[src/rtl/cache_way_mux_if.sv]
`default_nettype none
// ============================================================================
// Module   : cache_way_mux_if
// Purpose  : Beat-in / result-out bus of the cache way-select stage.
// Revision : 1.0 - initial release
// ============================================================================
interface cache_way_mux_if #(
    parameter int W    = 64,
    parameter int WAYS = 4
);
    localparam int SEL_W = $clog2(WAYS);

    logic                  in_valid;
    logic                  in_ready;
    logic [WAYS*W-1:0]     in_data;
    logic [WAYS-1:0]       in_hit;
    logic                  out_valid;
    logic                  out_ready;
    logic [W-1:0]          out_data;
    logic [SEL_W-1:0]      out_way;
    logic                  out_miss;
    logic                  out_multi;

    modport master (
        output in_valid, in_data, in_hit, out_ready,
        input  in_ready, out_valid, out_data, out_way, out_miss, out_multi
    );

    modport slave (
        input  in_valid, in_data, in_hit, out_ready,
        output in_ready, out_valid, out_data, out_way, out_miss, out_multi
    );
endinterface
`default_nettype wire

[src/rtl/cache_way_mux.sv]
`default_nettype none
// ============================================================================
// Module   : cache_way_mux
// Purpose  : Registered way select (lowest hitting way) with 2-entry output
//            buffer and saturating hit/miss statistics.
// Revision : 1.0 - initial release
// ============================================================================
module cache_way_mux #(
    parameter int W     = 64,
    parameter int WAYS  = 4,
    parameter int CNT_W = 16
) (
    input  wire logic             clk,
    input  wire logic             rst_n,
    cache_way_mux_if.slave        bus,
    input  wire logic             clr_cnt,
    output logic [CNT_W-1:0]      hit_cnt,
    output logic [CNT_W-1:0]      miss_cnt
);
    localparam int SEL_W = $clog2(WAYS);
    localparam logic [CNT_W-1:0] c_cnt_max = '1;
    localparam logic [CNT_W-1:0] c_cnt_one = CNT_W'(1);
    localparam logic [WAYS-1:0]  c_hit_one = WAYS'(1);

    logic [W-1:0]       w_sel_data;
    logic [SEL_W-1:0]   w_sel_way;
    logic               w_any_hit;
    logic               w_multi;
    logic               w_push;
    logic               w_pop;

    logic [W-1:0]       r_data [2];
    logic [SEL_W-1:0]   r_way  [2];
    logic [1:0]         r_miss;
    logic [1:0]         r_multi;
    logic               r_wr_ptr;
    logic               r_rd_ptr;
    logic [1:0]         r_count;
    logic [CNT_W-1:0]   r_hit_cnt;
    logic [CNT_W-1:0]   r_miss_cnt;

    // Scan from the top down so the lowest hitting way is the last to win.
    always_comb begin
        w_sel_data = '0;
        w_sel_way  = '0;
        for (int k = WAYS - 1; k >= 0; k--) begin
            if (bus.in_hit[k]) begin
                w_sel_data = bus.in_data[k*W +: W];
                w_sel_way  = k[SEL_W-1:0];
            end
        end
    end

    assign w_any_hit = |bus.in_hit;
    assign w_multi   = |(bus.in_hit & (bus.in_hit - c_hit_one));

    // in_ready depends only on the registered fill level, never on out_ready.
    assign bus.in_ready  = (r_count != 2'd2);
    assign bus.out_valid = (r_count != 2'd0);
    assign w_push        = bus.in_valid && bus.in_ready;
    assign w_pop         = bus.out_valid && bus.out_ready;

    assign bus.out_data  = r_data[r_rd_ptr];
    assign bus.out_way   = r_way[r_rd_ptr];
    assign bus.out_miss  = r_miss[r_rd_ptr];
    assign bus.out_multi = r_multi[r_rd_ptr];

    always_ff @(posedge clk or negedge rst_n) begin
        if (!rst_n) begin
            r_data[0] <= '0;
            r_data[1] <= '0;
            r_way[0]  <= '0;
            r_way[1]  <= '0;
            r_miss    <= '0;
            r_multi   <= '0;
            r_wr_ptr  <= 1'b0;
            r_rd_ptr  <= 1'b0;
            r_count   <= 2'd0;
        end else begin
            if (w_push) begin
                r_data[r_wr_ptr]  <= w_sel_data;
                r_way[r_wr_ptr]   <= w_sel_way;
                r_miss[r_wr_ptr]  <= ~w_any_hit;
                r_multi[r_wr_ptr] <= w_multi;
                r_wr_ptr          <= ~r_wr_ptr;
            end
            if (w_pop) begin
                r_rd_ptr <= ~r_rd_ptr;
            end
            case ({w_push, w_pop})
                2'b10:   r_count <= r_count + 2'd1;
                2'b01:   r_count <= r_count - 2'd1;
                default: r_count <= r_count;
            endcase
        end
    end

    // A same-cycle clear discards the accepted beat from the statistics.
    always_ff @(posedge clk or negedge rst_n) begin
        if (!rst_n) begin
            r_hit_cnt  <= '0;
            r_miss_cnt <= '0;
        end else if (clr_cnt) begin
            r_hit_cnt  <= '0;
            r_miss_cnt <= '0;
        end else if (w_push) begin
            if (w_any_hit) begin
                if (r_hit_cnt != c_cnt_max) r_hit_cnt <= r_hit_cnt + c_cnt_one;
            end else begin
                if (r_miss_cnt != c_cnt_max) r_miss_cnt <= r_miss_cnt + c_cnt_one;
            end
        end
    end

    assign hit_cnt  = r_hit_cnt;
    assign miss_cnt = r_miss_cnt;
endmodule
`default_nettype wire
[src/flat_wrapper.sv]
// flat-port wrapper written by rule: the top's interface ports become plain ports
module cache_way_mux_flat 
#(
    parameter int W     = 64,
    parameter int WAYS  = 4,
    parameter int CNT_W = 16
)
  (clk, rst_n, clr_cnt, hit_cnt, miss_cnt, bus_in_valid, bus_in_data, bus_in_hit, bus_out_ready, bus_in_ready, bus_out_valid, bus_out_data, bus_out_way, bus_out_miss, bus_out_multi);
  cache_way_mux_if #(.W(W), .WAYS(WAYS)) bus_i ();
  input  wire logic clk;
  input  wire logic rst_n;
  input  wire logic clr_cnt;
  output logic [CNT_W-1:0] hit_cnt;
  output logic [CNT_W-1:0] miss_cnt;
  input wire logic [$bits(bus_i.in_valid)-1:0] bus_in_valid;
  input wire logic [$bits(bus_i.in_data)-1:0] bus_in_data;
  input wire logic [$bits(bus_i.in_hit)-1:0] bus_in_hit;
  input wire logic [$bits(bus_i.out_ready)-1:0] bus_out_ready;
  output wire logic [$bits(bus_i.in_ready)-1:0] bus_in_ready;
  output wire logic [$bits(bus_i.out_valid)-1:0] bus_out_valid;
  output wire logic [$bits(bus_i.out_data)-1:0] bus_out_data;
  output wire logic [$bits(bus_i.out_way)-1:0] bus_out_way;
  output wire logic [$bits(bus_i.out_miss)-1:0] bus_out_miss;
  output wire logic [$bits(bus_i.out_multi)-1:0] bus_out_multi;
  assign bus_i.in_valid = bus_in_valid;
  assign bus_i.in_data = bus_in_data;
  assign bus_i.in_hit = bus_in_hit;
  assign bus_i.out_ready = bus_out_ready;
  assign bus_in_ready = bus_i.in_ready;
  assign bus_out_valid = bus_i.out_valid;
  assign bus_out_data = bus_i.out_data;
  assign bus_out_way = bus_i.out_way;
  assign bus_out_miss = bus_i.out_miss;
  assign bus_out_multi = bus_i.out_multi;
  cache_way_mux #(.W(W), .WAYS(WAYS), .CNT_W(CNT_W)) u_core (.clk(clk), .rst_n(rst_n), .bus(bus_i), .clr_cnt(clr_cnt), .hit_cnt(hit_cnt), .miss_cnt(miss_cnt));
endmodule
[config.mk]
export PLATFORM = sky130hd
export DESIGN_NAME = cache_way_mux_flat
export DESIGN_NICKNAME = d
export VERILOG_FILES = /design/src/rtl/cache_way_mux_if.sv /design/src/rtl/cache_way_mux.sv /design/src/flat_wrapper.sv
export SDC_FILE = /design/constraint.sdc
export NUM_CORES = 1
export LEC_CHECK = 0
export CORE_MARGIN = 2
export CORE_UTILIZATION = 45
export DETAILED_ROUTE_END_ITERATION = 8
export PLACE_DENSITY = 0.9
export SLEW_MARGIN = 20
export SYNTH_ARGS = -nofsm -noshare
export SYNTH_HDL_FRONTEND = slang
export SYNTH_SLANG_ARGS = --single-unit
[constraint.sdc]
create_clock -name clk -period 2.2 [get_ports clk]
set_input_delay 0.22 -clock clk [delete_from_list [all_inputs] [get_ports clk]]
set_output_delay 0.22 -clock clk [all_outputs]
set_load 0.01 [all_outputs]
# --- Word-level counts from Yosys, hierarchy flattened ---
# Index checks and enable logic that the tools add are counted.
totals:
  reg_bits: 172
  latch_bits: 0
  mem_bits_rw: 0
  rom_bits: 0
  input_bits: 265
  wordCells: 85
  memories: 0
classes:
  n_addsub: 5
  multipliers: 0
  n_div: 0
  order_cmp: 6
  eq_ne: 6
  shift: 0
  n_mux: 37
  bitwise: 6
  n_reduce_logical: 14
op_table:
  columns: ["cell", "count"]
  rows:
  - ["64-bit two-way mux", 8]
  - ["128-bit bitwise mux", 1]
  - ["16-bit two-way mux", 8]
  - ["64-bit demux with 1-bit select", 1]
  - ["16-bit by 1-bit adder with 16-bit output (second input constant)", 2]
  - ["16-bit inequality test (second input constant)", 2]
  - ["2-bit two-way mux", 8]
  - ["2-bit nonzero test", 6]
  - ["4-bit OR reduction", 2]
  - ["3-bit AND reduction", 2]
  - ["1-bit two-way mux", 5]
  - ["4-bit AND", 1]
  - ["2-bit bitwise mux", 2]
  - ["4-bit bitwise mux", 1]
  - ["2-bit greater-or-equal comparator (second input constant)", 2]
  - ["1-bit logical AND", 4]
  - ["1-bit by 2-bit < comparator with 1-bit output (second input constant)", 2]
  - ["2-bit inequality test (second input constant)", 2]
  - ["1-bit inverter with 2-bit output", 2]
  - ["2-bit one-hot mux with 2 select lines", 1]
  - ["4-bit by 1-bit subtractor with 4-bit output (second input constant)", 1]
  - ["1-bit inverter", 3]
  - ["2-bit by 1-bit adder with 2-bit output (second input constant)", 1]
  - ["2-bit demux with 1-bit select", 1]
  - ["6 further kinds", 6]

# --- Depth between registers and ports, before layout ---
# Gate-level depths: netlist of the first run.
logic_depth:
  ltp_word: 6
  ltp_mapped: 9
  ltp_nobuf: 6

# --- Least setup slack after synthesis of the first run ---
# Ideal clock, no wire load.
synth_path:
  kind: "reg2reg"
  from: "register u_core.r_hit_cnt[0], in the netlist u_core.hit_cnt[0]"
  to: "register u_core.r_hit_cnt[12], in the netlist u_core.hit_cnt[12]"
  setup_ps: 132
  t_arrival_ps: 1706
  t_required_ps: 2068
  path_slack_ps: 362
  stages_incl_launch_ff: 7
  path_buffers: 0
  period_less_slack_ps: 1838
  path_cell_list: "dfrtp_1 > ha_1 > nand4_1 > or2_4 > or4_1 > xor2_1 > nor2_1"
synth_between:
  elab_chain_len: 5
synth_rtl:
  columns: ["item", "line", "rtl"]
  rows:
  - ["from (decl)", "cache_way_mux.sv:39", "logic [CNT_W-1:0] r_hit_cnt;"]
  - ["from (signal assigned)", "cache_way_mux.sv:108", "if (r_hit_cnt != c_cnt_max) r_hit_cnt <= r_hit_cnt + c_cnt_one;"]
  - ["16-bit by 1-bit adder with 16-bit output", "cache_way_mux.sv:108", null]
  - ["16-bit two-way mux", "cache_way_mux.sv:108", null]
  - ["16-bit two-way mux", "cache_way_mux.sv:107", "if (w_any_hit) begin"]
  - ["16-bit two-way mux", "cache_way_mux.sv:106", "end else if (w_push) begin"]
  - ["16-bit two-way mux", "cache_way_mux.sv:103", "end else if (clr_cnt) begin"]
# Parallel ways exist; a longest one is shown, timed or not. The select of a mux whose other input is x is not followed.
# A chain may end at the register's enable or synchronous reset.

# --- Final worst setup path of the first run ---
layout_path:
  from: "register u_core.r_rd_ptr"
  to: "output port bus_out_data[7]"
layout_between:
  elab_chain_len: 4
layout_rtl:
  columns: ["item", "line", "rtl"]
  rows:
  - ["from (decl)", "cache_way_mux.sv:37", "logic r_rd_ptr;"]
  - ["from (signal assigned)", "cache_way_mux.sv:88", "r_rd_ptr <= ~r_rd_ptr;"]
  - ["1-bit inverter with 2-bit output (implied by the code)", "cache_way_mux.sv:63", "assign bus.out_data = r_data[r_rd_ptr];"]
  - ["64-bit two-way mux (implied by the code) (3 in a row)", "cache_way_mux.sv:63", null]
  - ["to (decl)", "flat_wrapper.sv:21", "output wire logic [$bits(bus_i.out_data)-1:0] bus_out_data;"]
# Every way passes these cells. The select of a mux whose other input is x is not followed.

==> impl_metrics.toml, run 1 <==
[worst_setup_path]
worstSetupPathType = "reg -> out"
cp-end-kind = "primary output"
arrival_ns = 1.90
worst-path-max-fanout = 6
worstSetupStartpointType = "register"
worstPathRequired_ns = 1.98

[drt]
antenna_left = 0
drt_wl_total_mm = 29.0
drtPass1Iterations = 5
drt_iter0_drc = 475
viasPerCell = 5.53
avgRoutedWirePerCell_um = 17.7
via_count = 9055
route.detailed.drc = 0

[timing]
finalSetupViolations = 0
finalHoldViolations = 0
slew_viol_final = 0
worstMarginPinSlew_ns = 0.863
finClkSkew_ns = 0.0162
setup_slack_ns = 0.0823
tns_ns = 0
fmax_mhz = 472
relSlewSlack = 0.425
min_period_over_period = 0.963
rsz0062_at_grt = "no"
min_period_ns = 2.12

[clocking]
cts-root-buf = "clkbuf_16"
worstSkewPairLatency_ns = 0.43
htree_levels = 4
cts.clk_slew.worst_paths_ns = 0.06
cts.path.max_buffers = 2
cts.sinks = 172
cts_buffers = 17
cts_tree = "built"

[grt]
met2_usage = 0.447
antenna_found_initial = 1
met1_usage = 0.322
grt_pass1_wl_mm = 45.3
grt_max_degree = 138
grt_overflow = 0
met3_usage = 0.0446
busiest_layer = "met2"
grt_usage = 0.258
grt_pass1_vias = 8844

[place]
dp_hpwl_mm = 21.4
io_buffers = 366
pre_cts_ws_ns = -0.00395
gp_congestion = 0.883

[synthesis]
synth_async_sr_flop_share = 1.00
syn_area_um2 = 9480
ys_warn_count = 0
syn_nets = 1297
synth-edff-count = 0
avgSynthCellArea_um2 = 9.22
synthCells = 1029
synth-seq-area-share = 0.454
synth.ff_latch_count = 172
ys_types = 50
ys.flop_type = "dfrtp_1"

[run]
drv_cap = 0

[floorplan]
dieArea_um2 = 22300
core.rowCount = 53
die_h_um = 149
die_x_um = 149
core-area_um2 = 20800
ioPinCount = 367
initial_core_util = 0.455

[cells_and_area]
final_cell_mix = "296 x clkdlybuf4s50_1, 171 x dfrtp_1, 151 x nand2_1, 111 x o21ai_1"
nNetsFinal = 1617
drive_gt1_frac = 0.115
area_growth_pct = 47.2
final_common_cell = "clkdlybuf4s50_1"

[power]
peakVddDrop_uv = 492
powerDensity_nw_per_um2 = 1010
leakagePower_nw = 5.80

[min_path]
min_path_type = "in -> reg"

[run_status]
status = "completed"
## path summary, 6_finish.rpt
path / slack (ns) / endpoint / startpoint / cells after the start
worst max-delay path: 0.08 / bus_out_data[7] / u_core.r_rd_ptr / 3
worst min-delay path: 0.19 / u_core.r_miss[0] / bus_in_hit[0] / 3
worst max register to register: 0.13 / u_core.r_data[67] / u_core.r_count[0] / 6
worst min register to register: 0.48 / u_core.r_data[27] / u_core.r_data[27] / 2
max in group asynchronous: 1.18 / u_core.r_data[53] / rst_n / 3
min in group asynchronous: 0.30 / u_core.miss_cnt[6] / rst_n / 2
## metal layers
layer,share of wire,wire length [µm],vias to the layer above
li1,-,-,4338
met2,0.50,14600,348
met1,0.41,12000,4319
met3,0.055,1590,50
met4,0.028,821,0
met5,0,0,-
## metrics by stage
step                area, µm²  total power [mW]  instances  hold slack [ns]   util
floorplan                9480              8.33       1029          -0.0756      -
global placement        13400              11.4       1601            0.177  0.644
detailed placement      13400              11.7       1601            0.183  0.644
CTS                     13900              14.2       1635            0.181  0.670
global route            14000              15.0       1638            0.191  0.671
finish                  14000              14.1       1638            0.190  0.671
## power breakdown
group,total [mW],switching (mW),internal (mW)
Sequential,4.95,0.615,4.34
Combinational,6.12,3.10,3.02
Clock,3.04,1.31,1.73
Total,14.1,5.02,9.09
## worst max-delay path: stages, from the launching register on
cell and delay (ns):
dfrtp_4 0.51, buf_4 0.18, mux2_2 0.25, clkdlybuf4s50_1 0.54
## cells in the mapped netlist, types with 3 or more instances
cell type,count,area [µm²]
a2111oi_2,4,60.1
a2111oi_4,3,82.6
a211oi_1,3,22.5
a21oi_1,64,320
a221oi_1,64,561
and3_1,6,37.5
and4_1,3,26.3
buf_1,13,48.8
buf_2,24,120
clkbuf_1,53,199
dfrtp_1,172,4300
ha_1,3,37.5
inv_1,3,11.3
mux2_2,68,766
nand2_1,151,567
nand3_1,11,55.1
nand4_1,7,43.8
nor2_1,36,135
nor2b_1,65,407
nor3_1,68,340
nor4_2,4,50.1
o21ai_0,27,135
o21ai_1,111,556
xnor2_1,24,210
xor2_1,10,87.6
## registers in the layout, summed over array words and instances (netlist names)
name,cells
u_core.r_multi,2
u_core.r_wr_ptr,1
u_core.hit_cnt,16
u_core.r_count,2
u_core.r_way,4
u_core.r_data,128
u_core.miss_cnt,16
u_core.r_miss,2
u_core.r_rd_ptr,1
## kinds of logic (layout without fill, tap and decap cells)
group,count (synthesis),after routing,synth area share
and+or+nand+nor,369,369,0.194
AOI/OAI and AO/OA,284,284,0.190
DFF,172,172,0.454
buffers and inverters,96,429,0.0431
muxes,70,70,0.0829
xor gates and xnor gates,34,34,0.0314
adders and majority gates,4,4,0.00501
other,0,1,0
## cell type report
| cell class | instances | area [µm²] |
|---|---|---|
| multi-input cells | 761 | 4790 |
| inverters | 3 | 11.3 |
| clock inverters | 13 | 153 |
| well taps | 275 | 344 |
| repair buffers | 394 | 3910 |
| diodes | 1 | 2.50 |
| clock buffers | 19 | 443 |
| fillers | 1666 | 6860 |
| flip-flops and latches | 172 | 4310 |
## timing repair
| item | 4_1_cts | 5_1_grt |
|---|---|---|
| hold endpoints to repair | 44 | 0 |
| hold buffers | 1 | 0 |
| buffers inserted | 1 | 2 |
| gates resized for setup | 66 | 0 |
| endpoints found under the setup margin | 61 | 1 |
Power figures use the tool's default switching activity.
==> run 2: changes to the inputs <==
--- a/config.mk
+++ b/config.mk
@@ -5,10 +5,9 @@
 export SDC_FILE = /design/constraint.sdc
 export NUM_CORES = 1
 export LEC_CHECK = 0
-export CORE_MARGIN = 2
 export CORE_UTILIZATION = 45
 export DETAILED_ROUTE_END_ITERATION = 8
-export PLACE_DENSITY = 0.9
+export PLACE_DENSITY = 0.84
 export SLEW_MARGIN = 20
 export SYNTH_ARGS = -nofsm -noshare
 export SYNTH_HDL_FRONTEND = slang
==> run 2 against run 1 <==
Against the previous run:
- critical path depth unchanged
- maximum frequency decreased by 1.7%
- setup slack got worse by 0.037 ns
- first-iteration DRC count increased by 24%
- clock power decreased by 4%
- core utilization increased by 1.8 points
- cell count decreased by 0.18%
- clock skew decreased by 0.0097 ns
- combinational power increased by 4.7%
- worst hold slack improved by 0.0018 ns
- critical path type unchanged
- largest cell class unchanged
==> impl_metrics.toml, run 2 (same netlist as run 1, synthesis figures left out) <==
[worst_setup_path]
reg2reg_to = "u_core.hit_cnt[12]"
worstPathRequired_ns = 1.98
rr_worst_depth = 6
worstSetupPathType = "reg -> out"
r2r_slack_ns = 0.23
cp-end-kind = "primary output"
worst-path-max-fanout = 15
reg2reg_from = "u_core.hit_cnt[0]"
arrival_ns = 1.93
worstSetupStartpointType = "register"

[timing]
setup_slack_ns = 0.0455
worstMarginPinSlew_ns = 0.520
min_period_ns = 2.15
finalHoldViolations = 0
finalSetupViolations = 0
min_period_over_period = 0.979
finClkSkew_ns = 0.00651
slew_viol_final = 0
tns_ns = 0
relSlewSlack = 0.653
rsz0062_at_grt = "no"
fmax_mhz = 464
fin_hold_ws_ns = 0.191

[power]
clockPowerShare = 0.205
p_int_mw = 9.20
leakagePower_nw = 5.82
total_power_mw = 14.3
seq_power_share = 0.346
switching_share = 0.357
p_switching_mw = 5.10
p_comb_frac = 0.448
peakVddDrop_uv = 451
powerDensity_nw_per_um2 = 1020

[place]
io_buffers = 366
placed_cell_area_um2 = 13500
gp_congestion = 0.864
dp_hpwl_mm = 21.7
pre_cts_ws_ns = -0.0384
placed_cells = 1598

[min_path]
worstHoldPathCells = 3
min_path_type = "in -> reg"
hold_path_startpoint = "bus_in_hit[1]"
min_to = "u_core.r_miss[0]"

[grt]
met2_usage = 0.479
busiest_layer = "met2"
met1_usage = 0.357
antenna_found_initial = 2
grt_pass1_wl_mm = 47.6
grt_overflow = 0
grt_pass1_vias = 8979
grt_max_degree = 127
grt_usage = 0.281
met3_usage = 0.0472

[drt]
drt_wl_total_mm = 30.0
avgRoutedWirePerCell_um = 18.3
viasPerCell = 5.56
route.detailed.drc = 0
drt_iter0_drc = 587
drtPass1Iterations = 6
antenna_left = 0
via_count = 9090

[cells_and_area]
largest-register = "u_core.r_data"
stdcell_count = 1635
drive_gt1_frac = 0.117
area_growth_pct = 48.3
seqCellArea_um2 = 4310
utilization = 0.689
final_common_cell = "clkdlybuf4s50_1"
stdcell_area_um2 = 14100
multi_input_area_um2 = 4790
largest_reg_flops = 128
nNetsFinal = 1620
fillers = 1633
final_cell_mix = "301 x clkdlybuf4s50_1, 171 x dfrtp_1, 151 x nand2_1, 111 x o21ai_1"

[run]
drv_cap = 0

[clocking]
cts_buffers = 17
cts-root-buf = "clkbuf_16"
worstSkewPairLatency_ns = 0.42
cts.path.max_buffers = 2
htree_levels = 4
cts_tree = "built"
cts.sinks = 172
cts.clk_slew.worst_paths_ns = 0.06

[floorplan]
die_h_um = 147
die_x_um = 147
core.rowCount = 52
core-area_um2 = 20400
dieArea_um2 = 21700
initial_core_util = 0.464
ioPinCount = 367

[run_status]
status = "completed"
## run 2: cell types whose count changed in the layout (fill, tap and decap cells not counted), sizes merged
| cell | before | now |
|---|---|---|
| buf | 31 | 34 |
| bufinv | 2 | 1 |
| clkbuf | 19 | 20 |
| clkdlybuf4s50 | 296 | 301 |
| clkinv | 3 | 4 |
| dlygate4sd2 | 66 | 61 |
| inv | 9 | 7 |
## run 2: repair_timing
action,CTS,global route
gates resized for setup,63,0
endpoints found under the setup margin,65,0
hold buffers,1,0
hold endpoints to repair,27,0
buffers inserted,2,0
## run 2: how the worst max path moves through the flow
stage	slack (ns)	cells after the start	to	from
2_1_floorplan	0.36	6	u_core.hit_cnt[12]	u_core.hit_cnt[0]
3_3_place_gp	0.02	6	u_core.miss_cnt[12]	bus_in_hit[3]
3_5_place_dp	-0.04	6	u_core.miss_cnt[12]	bus_in_hit[3]
4_1_cts	0.04	3	bus_out_data[12]	u_core.r_rd_ptr
5_1_grt	0.01	3	bus_out_data[12]	u_core.r_rd_ptr
6_report	0.05	3	bus_out_data[14]	u_core.r_rd_ptr
## run 2: layout make-up
type	instances	area share
diodes	1	0.000178
clock buffers	20	0.0332
clock inverters	11	0.00765
inverters	3	0.000801
multi-input cells	761	0.341
flip-flops and latches	172	0.306
well taps	270	0.0240
repair buffers	397	0.287
## run 2: worst max-delay path, stage by stage, from the launching register on
cell	delay, ns
dfrtp_4	0.48
buf_16	0.18
mux2_2	0.35
clkdlybuf4s50_1	0.49
## run 2: metal layers
layer / up-vias / part of all wire
met5: - / 0
met4: 0 / 0.032
met3: 52 / 0.057
met2: 347 / 0.50
met1: 4341 / 0.41
li1: 4350 / -
## run 2: power groups by stage
stage | clock network (mW) | logic, mW | registers (mW)
detailed placement | 0 | 6.75 | 4.99
CTS | 2.97 | 6.47 | 4.94
global route | 3.12 | 6.96 | 5.08
floorplan | 0 | 3.55 | 4.79
finish | 2.93 | 6.41 | 4.95
global placement | 0 | 6.63 | 4.91
